==> config.mk <==
export PLATFORM = sky130hd
export DESIGN_NAME = eth_fcs_check_flat
export DESIGN_NICKNAME = d
export VERILOG_FILES = /design/src/rtl/eth_fcs_check_if.sv /design/src/rtl/eth_fcs_check.sv /design/src/flat_wrapper.sv
export SDC_FILE = /design/constraint.sdc
export NUM_CORES = 1
export LEC_CHECK = 0
export BUFFER_PORTS_ARGS = -buffer_cell sky130_fd_sc_hd__buf_4
export CORE_ASPECT_RATIO = 2
export CORE_UTILIZATION = 55
export CTS_CLUSTER_DIAMETER = 60
export DETAILED_ROUTE_END_ITERATION = 8
export PLACE_DENSITY_LB_ADDON = 0.05
export SYNTH_ARGS = -nofsm -noshare
export SYNTH_HDL_FRONTEND = slang
export SYNTH_SLANG_ARGS = --single-unit
==> constraint.sdc <==
create_clock -name clk -period 5.2 [get_ports clk]
set_input_delay 1.04 -clock clk [delete_from_list [all_inputs] [get_ports clk]]
set_output_delay 1.04 -clock clk [all_outputs]
set_load 0.02 [all_outputs]
==> src/rtl/eth_fcs_check_if.sv <==
// Bus bundle for the receive-side Ethernet FCS checker.
//   rx_dv/rx_valid/rx_data/rx_er : byte stream from the PHY side (after preamble/SFD strip)
//   out_data/out_valid/out_last  : payload stream towards the MAC RX parser (FCS stripped)
//   frame_done + status          : one-cycle end-of-frame status
// master: drives the RX stream and observes results; slave: the checker itself.
interface eth_fcs_check_if #(
  parameter int unsigned CNT_W = 16
);
  logic             rx_dv;
  logic             rx_valid;
  logic [7:0]       rx_data;
  logic             rx_er;
  logic [7:0]       out_data;
  logic             out_valid;
  logic             out_last;
  logic             frame_done;
  logic             frame_good;
  logic             fcs_err;
  logic             phy_err;
  logic             len_err;
  logic [CNT_W-1:0] frame_len;

  modport master (
    output rx_dv, rx_valid, rx_data, rx_er,
    input  out_data, out_valid, out_last,
    input  frame_done, frame_good, fcs_err, phy_err, len_err, frame_len
  );

  modport slave (
    input  rx_dv, rx_valid, rx_data, rx_er,
    output out_data, out_valid, out_last,
    output frame_done, frame_good, fcs_err, phy_err, len_err, frame_len
  );
endinterface

==> src/rtl/eth_fcs_check.sv <==
// Receive-side Ethernet FCS checker.
// Runs a reflected CRC32 over every accepted frame byte (FCS included), holds the
// last 5 bytes in a delay line so the 4 FCS bytes can be dropped and the final
// payload byte flagged with out_last, and reports a one-cycle frame status.
// Ports:
//   clk   : clock, all logic on posedge
//   rst_n : asynchronous active-low reset
//   bus   : eth_fcs_check_if.slave (RX stream in, payload stream + status out)
module eth_fcs_check #(
  parameter int unsigned MIN_BYTES = 64,
  parameter int unsigned MAX_BYTES = 1518,
  parameter int unsigned CNT_W     = 16
) (
  input  logic           clk,
  input  logic           rst_n,
  eth_fcs_check_if.slave bus
);

  localparam logic [31:0]      CRC_POLY    = 32'hEDB88320;
  localparam logic [31:0]      CRC_RESIDUE = 32'hDEBB20E3;
  localparam int unsigned      DEPTH       = 5;
  localparam logic [2:0]       DEPTH_V     = 3'(DEPTH);
  localparam logic [CNT_W-1:0] CNT_MAX     = '1;
  localparam logic [CNT_W-1:0] CNT_FCS     = CNT_W'(4);
  localparam logic [CNT_W-1:0] CNT_MIN     = CNT_W'(MIN_BYTES);
  localparam logic [CNT_W-1:0] CNT_LIM     = CNT_W'(MAX_BYTES);

  typedef enum logic [1:0] {
    WAIT_IDLE,
    IDLE,
    RECV
  } state_t;

  state_t                  state_q, state_d;
  logic [31:0]             crc_q, crc_d;
  logic [CNT_W-1:0]        cnt_q, cnt_d;
  logic [2:0]              held_q, held_d;
  logic [DEPTH-1:0][7:0]   buf_q, buf_d;   // [0] is the oldest byte
  logic                    phy_q, phy_d;   // sticky rx_er for the current frame

  logic [7:0]              out_data_q, out_data_d;
  logic                    out_valid_q, out_valid_d;
  logic                    out_last_q, out_last_d;
  logic                    done_q, done_d;
  logic                    good_q, good_d;
  logic                    fcs_err_q, fcs_err_d;
  logic                    phy_err_q, phy_err_d;
  logic                    len_err_q, len_err_d;
  logic [CNT_W-1:0]        flen_q, flen_d;

  logic                    accept;
  logic                    end_evt;
  logic                    fcs_bad;
  logic                    len_bad;

  // One byte through the reflected CRC32, LSB first.
  function automatic logic [31:0] crc32_byte(input logic [31:0] crc, input logic [7:0] data);
    logic [31:0] c;
    c = crc;
    for (int unsigned i = 0; i < 8; i++) begin
      c = (c >> 1) ^ ((c[0] ^ data[i]) ? CRC_POLY : '0);
    end
    return c;
  endfunction

  always_comb begin
    state_d     = state_q;
    crc_d       = crc_q;
    cnt_d       = cnt_q;
    held_d      = held_q;
    buf_d       = buf_q;
    phy_d       = phy_q;
    out_data_d  = '0;
    out_valid_d = 1'b0;
    out_last_d  = 1'b0;
    done_d      = 1'b0;
    good_d      = 1'b0;
    fcs_err_d   = 1'b0;
    phy_err_d   = 1'b0;
    len_err_d   = 1'b0;
    flen_d      = '0;

    accept  = bus.rx_dv && bus.rx_valid && ((state_q == IDLE) || (state_q == RECV));
    end_evt = (state_q == RECV) && !bus.rx_dv;
    fcs_bad = (crc_q != CRC_RESIDUE) || (cnt_q < CNT_FCS);
    len_bad = (cnt_q < CNT_MIN) || (cnt_q > CNT_LIM);

    unique case (state_q)
      WAIT_IDLE: if (!bus.rx_dv) state_d = IDLE;
      IDLE:      if (bus.rx_dv)  state_d = RECV;
      RECV:      if (!bus.rx_dv) state_d = IDLE;
      default:   state_d = WAIT_IDLE;
    endcase

    if (bus.rx_dv && bus.rx_er && (state_q != WAIT_IDLE)) phy_d = 1'b1;

    if (accept) begin
      crc_d = crc32_byte(crc_q, bus.rx_data);
      if (cnt_q != CNT_MAX) cnt_d = cnt_q + CNT_W'(1);
      if (held_q == DEPTH_V) begin
        // Delay line full: the oldest byte is certainly payload, release it.
        out_valid_d = 1'b1;
        out_data_d  = buf_q[0];
        buf_d       = {bus.rx_data, buf_q[DEPTH-1:1]};
      end else begin
        buf_d[held_q] = bus.rx_data;
        held_d        = held_q + 3'd1;
      end
    end

    if (end_evt) begin
      // The 4 newest held bytes are the FCS; only a 5th (oldest) one is payload.
      done_d    = 1'b1;
      fcs_err_d = fcs_bad;
      len_err_d = len_bad;
      phy_err_d = phy_q;
      good_d    = !fcs_bad && !len_bad && !phy_q;
      flen_d    = (cnt_q >= CNT_FCS) ? (cnt_q - CNT_FCS) : '0;
      if (held_q == DEPTH_V) begin
        out_valid_d = 1'b1;
        out_last_d  = 1'b1;
        out_data_d  = buf_q[0];
      end
      crc_d  = '1;
      cnt_d  = '0;
      held_d = '0;
      buf_d  = '0;
      phy_d  = 1'b0;
    end
  end

  always_ff @(posedge clk or negedge rst_n) begin
    if (!rst_n) begin
      state_q     <= WAIT_IDLE;
      crc_q       <= '1;
      cnt_q       <= '0;
      held_q      <= '0;
      buf_q       <= '0;
      phy_q       <= 1'b0;
      out_data_q  <= '0;
      out_valid_q <= 1'b0;
      out_last_q  <= 1'b0;
      done_q      <= 1'b0;
      good_q      <= 1'b0;
      fcs_err_q   <= 1'b0;
      phy_err_q   <= 1'b0;
      len_err_q   <= 1'b0;
      flen_q      <= '0;
    end else begin
      state_q     <= state_d;
      crc_q       <= crc_d;
      cnt_q       <= cnt_d;
      held_q      <= held_d;
      buf_q       <= buf_d;
      phy_q       <= phy_d;
      out_data_q  <= out_data_d;
      out_valid_q <= out_valid_d;
      out_last_q  <= out_last_d;
      done_q      <= done_d;
      good_q      <= good_d;
      fcs_err_q   <= fcs_err_d;
      phy_err_q   <= phy_err_d;
      len_err_q   <= len_err_d;
      flen_q      <= flen_d;
    end
  end

  assign bus.out_data   = out_data_q;
  assign bus.out_valid  = out_valid_q;
  assign bus.out_last   = out_last_q;
  assign bus.frame_done = done_q;
  assign bus.frame_good = good_q;
  assign bus.fcs_err    = fcs_err_q;
  assign bus.phy_err    = phy_err_q;
  assign bus.len_err    = len_err_q;
  assign bus.frame_len  = flen_q;

endmodule

==> src/flat_wrapper.sv <==
// flat-port wrapper written by rule: the top's interface ports become plain ports
module eth_fcs_check_flat 
#(
  parameter int unsigned MIN_BYTES = 64,
  parameter int unsigned MAX_BYTES = 1518,
  parameter int unsigned CNT_W     = 16
)
  (clk, rst_n, bus_rx_dv, bus_rx_valid, bus_rx_data, bus_rx_er, bus_out_data, bus_out_valid, bus_out_last, bus_frame_done, bus_frame_good, bus_fcs_err, bus_phy_err, bus_len_err, bus_frame_len);
  eth_fcs_check_if #(.CNT_W(CNT_W)) bus_i ();
  input  logic clk;
  input  logic rst_n;
  input wire logic [$bits(bus_i.rx_dv)-1:0] bus_rx_dv;
  input wire logic [$bits(bus_i.rx_valid)-1:0] bus_rx_valid;
  input wire logic [$bits(bus_i.rx_data)-1:0] bus_rx_data;
  input wire logic [$bits(bus_i.rx_er)-1:0] bus_rx_er;
  output wire logic [$bits(bus_i.out_data)-1:0] bus_out_data;
  output wire logic [$bits(bus_i.out_valid)-1:0] bus_out_valid;
  output wire logic [$bits(bus_i.out_last)-1:0] bus_out_last;
  output wire logic [$bits(bus_i.frame_done)-1:0] bus_frame_done;
  output wire logic [$bits(bus_i.frame_good)-1:0] bus_frame_good;
  output wire logic [$bits(bus_i.fcs_err)-1:0] bus_fcs_err;
  output wire logic [$bits(bus_i.phy_err)-1:0] bus_phy_err;
  output wire logic [$bits(bus_i.len_err)-1:0] bus_len_err;
  output wire logic [$bits(bus_i.frame_len)-1:0] bus_frame_len;
  assign bus_i.rx_dv = bus_rx_dv;
  assign bus_i.rx_valid = bus_rx_valid;
  assign bus_i.rx_data = bus_rx_data;
  assign bus_i.rx_er = bus_rx_er;
  assign bus_out_data = bus_i.out_data;
  assign bus_out_valid = bus_i.out_valid;
  assign bus_out_last = bus_i.out_last;
  assign bus_frame_done = bus_i.frame_done;
  assign bus_frame_good = bus_i.frame_good;
  assign bus_fcs_err = bus_i.fcs_err;
  assign bus_phy_err = bus_i.phy_err;
  assign bus_len_err = bus_i.len_err;
  assign bus_frame_len = bus_i.frame_len;
  eth_fcs_check #(.MIN_BYTES(MIN_BYTES), .MAX_BYTES(MAX_BYTES), .CNT_W(CNT_W)) u_core (.clk(clk), .rst_n(rst_n), .bus(bus_i));
endmodule
==> metrics.md <==
| Metric | Value |
|---|---|
| Drt drc | 0 |
| Post-Synthesis Cells | 626 |
| Synth Area in Compound Gates | 13.0% |
| Dpl hpwl | 10300 um |
| Crit end category | register |
| Cell row count | 54 |
| Overall Global Routing Usage | 26.7% |
| Die width | 77.6 um |
| Crit path cell chain | buf_4, nand2b_1, inv_2, o21ai_1, nor2_1 |
| Placed Cells | 774 |
| Syn Area/Cell | 10.0 sq um |
| Worst Hold Path Cells | 2 |
| Critical path launch point type | primary input |
| Initial detailed-routing violation count | 250 |
| CP Class | primary input to register |
| Synth Area in XOR/XNOR | 14.1% |
| VDD IR max | 348 uV |
| Leakage power | 3.24 nW |
| Met3 usage | 4.90% |
| Register area | 3170 sq um |
| Core Util, Final | 66.1% |
| Post-synth ARST share | 100% |
| Final Max Slew Viols | 0 |
| Num CTS Buffers | 17 |
| Finished Layout Cells | 804 |
| Post-route ant nets | 0 |
| Synth Cell Area | 6280 sq um |
| Hold-fix buffers, CTS | 0 |
| Final hold viol count | 0 |
| Fraction of layout instances using a drive strength above 1 | 18.4% |
| Routed WL | 14800 um |
| Design Area, Final | 7280 sq um |
| Post-synthesis mux area share | 0.478% |
| Worst Path Required | 5.53 ns |
| Final worst clock skew | 0.00722 ns |
| Total number of vias | 4699 |
| Number of port buffers | 43 |
| H-tree level count | 4 |
| Slowest cell delay on critical path | 0.90 ns |
| WL per Instance | 18.4 um |
| Top FF cell, synth | dfrtp_1 |
| Filler cells | 903 |
| Int Pwr | 2.91 mW |
| CP max FO | 53 |
| CP max-delay cell | inv_2 |
| Fmax | 309 MHz |
| Fin crit share | 62.3% |
| Post-Synth Simple-Gate Area | 16.1% |
| Root Driver | clkbuf_16 |
| CTS tree | done |
| Final hold slack | 0.468 ns |
| # resized after CTS | 0 |
| Worst slew margin | 20.0% |
| Die Area | 11900 sq um |
| Remaining Overflow, GRT | 0 |
| Core region area | 11000 sq um |
| TNS Setup | 0 ns |
| Critical path arrival | 3.57 ns |
| Final critical path time including I/O delays and setup | 3.24 ns |
| Setup-failing EPs final | 0 |
| Post-synth EDFFs | 0 |
| Met2 Use GR | 49.0% |
| Adder-cell share of the synthesized area | 2.59% |
| Clock power frac | 26.7% |
| Sequential Power Share | 34.5% |
| # clock sinks | 125 |
| Combinational share of power | 38.8% |
| Die Y | 153 um |
| Initial core utilization | 57.1% |
| CTS clk-pin slew, worst paths | 0.06 ns |
| Status | completed |
| Antenna cells | 0 |
| FF-to-FF path depth | 6 |
| Multi-input logic area | 2910 sq um |
| Most common cell after layout, fill and taps aside | dfrtp_1 |
| I/O pin cnt | 44 |
| First-pass GRT wire length | 24100 um |
| Area Overhead vs Synth | 15.9% |
| Switching Fraction | 36.3% |
| Worst-Margin Slew | 1.19 ns |
| Max-cap violations | 0 |
| Netlist cell types | 42 |
| Grt met1 use | 27.9% |
| Yosys warns | 0 |
| Switching pwr | 1.66 mW |
| Post-synthesis sequential area ratio | 50.4% |
| Main combinational cell family by area after synthesis | simple AND/OR/NAND/NOR gates |
| Synth Register Bits | 125 |
| Commonest cells after routing, fill and taps aside | dfrtp_1, o21ai_0, nand2_1 |
| Clock Path Buffers | 2 |
| Number of global-route vias before repair | 4775 |
| Via density | 5.84 |
| Syn nets | 652 |
| Placer Congestion | 0.873 |
| GR peak layer | met2 |
| Cell Pwr Density | 627 nW/um^2 |
| Setup bufs post-CTS | 0 |
| Placed instance area | 6670 sq um |
| Final net count | 679 |
| Initial antenna violation count | 0 |
| Drt pass-1 iters | 5 |
| Clk Latency, worst-skew pair | 0.42 ns |
| Largest net degree at the start of global routing | 73 |
| Hold/Removal Path Class | register to register |
| Unrepaired setup endpoints after global routing | no |
-- stage by stage --
step	power (mW)	setup slack [ns]
floorplan	2.93	2.80
global placement	3.31	1.61
detailed placement	3.35	1.53
CTS	4.60	1.96
global route	4.85	1.68
finish	4.57	1.96
-- worst max-delay path, delay by kind of cell --
| family | cells | cell delay [ns] |
|---|---|---|
| simple gates | 2 | 0.83 |
| compound gates | 1 | 0.63 |
| buf+inv | 2 | 1.03 |
-- cells in the mapped netlist, types with 2 or more instances --
cell	count	area (sq um)
nor3_1	35	175
xnor2_2	5	81.3
nor3b_1	3	22.5
xor2_1	34	298
nand4_1	9	56.3
ha_1	13	163
nor3b_2	2	25.0
nor4_1	9	56.3
and2_1	11	68.8
nand2_1	53	199
inv_1	15	56.3
or4_1	3	22.5
dfstp_2	32	841
clkbuf_1	37	139
o21ai_1	6	30.0
and3_1	4	25.0
nand3_1	18	90.1
o211ai_1	3	22.5
nor4b_1	2	17.5
mux2i_1	3	30.0
nand4b_1	4	35.0
a32oi_1	32	280
nor2b_1	2	12.5
or3_1	2	12.5
buf_1	3	11.3
nor2_1	39	146
o21ai_0	55	275
a21oi_1	35	175
xnor2_1	52	455
dfrtp_1	93	2330
-- cells by family (layout without fill, tap and decap cells) --
logic type,after synthesis,after routing
and+or+nand+nor,201,201
AOI/OAI and AO/OA,135,135
DFF,125,125
xor gates and xnor gates,93,93
buffers and inverters,56,94
adders and majority gates,13,13
muxes,3,3
-- per-layer routing --
| metal | vias up | part of all wire [%] |
|---|---|---|
| met1 | 2278 | 37 |
| met3 | 36 | 3.2 |
| li1 | 2257 | - |
| met2 | 128 | 55 |
| met5 | - | 0 |
| met4 | 0 | 4.2 |
-- final cells by class --
type	count	share of cell area, %
clock buffers	24	6.89
clock inverters	6	1.48
inverters	16	0.825
multi-input cells	445	40.0
flip-flops and latches	125	43.5
well taps	140	2.41
repair buffers	48	4.95
-- power groups by stage --
stage          logic (mW)  clock network [mW]  registers (mW)
2_1_floorplan        1.42                   0            1.51
3_3_place_gp         1.74                   0            1.57
3_5_place_dp         1.77                   0            1.59
4_1_cts              1.78                1.24            1.58
5_1_grt              1.97                1.27            1.61
6_report             1.77                1.22            1.58
-- worst paths after layout --
check / to / slack, ns / start
max in group asynchronous: u_core.crc_q[6] / 3.47 / rst_n
min reg2reg: u_core.buf_q[5] / 0.47 / u_core.buf_q[5]
max: u_core.bus.frame_len[13] / 1.96 / bus_rx_dv
min: u_core.buf_q[5] / 0.47 / u_core.buf_q[5]
min in group asynchronous: u_core.bus.frame_len[0] / 0.73 / rst_n
max reg2reg: u_core.bus.frame_len[13] / 2.05 / u_core.state_q[0]
-- state kept, by name, summed over array words and instances (netlist names) --
signal and flops:
u_core.bus.phy_err 1, u_core.bus.frame_len 16, u_core.state_q 2, u_core.bus.len_err 1
u_core.held_q 3, u_core.bus.frame_good 1, u_core.bus.out_data 8, u_core.cnt_q 16
u_core.bus.fcs_err 1, u_core.crc_q 32, u_core.phy_q 1, u_core.bus.frame_done 1
u_core.bus.out_last 1, u_core.buf_q 40, u_core.bus.out_valid 1
(Power assumes the default switching activity.)
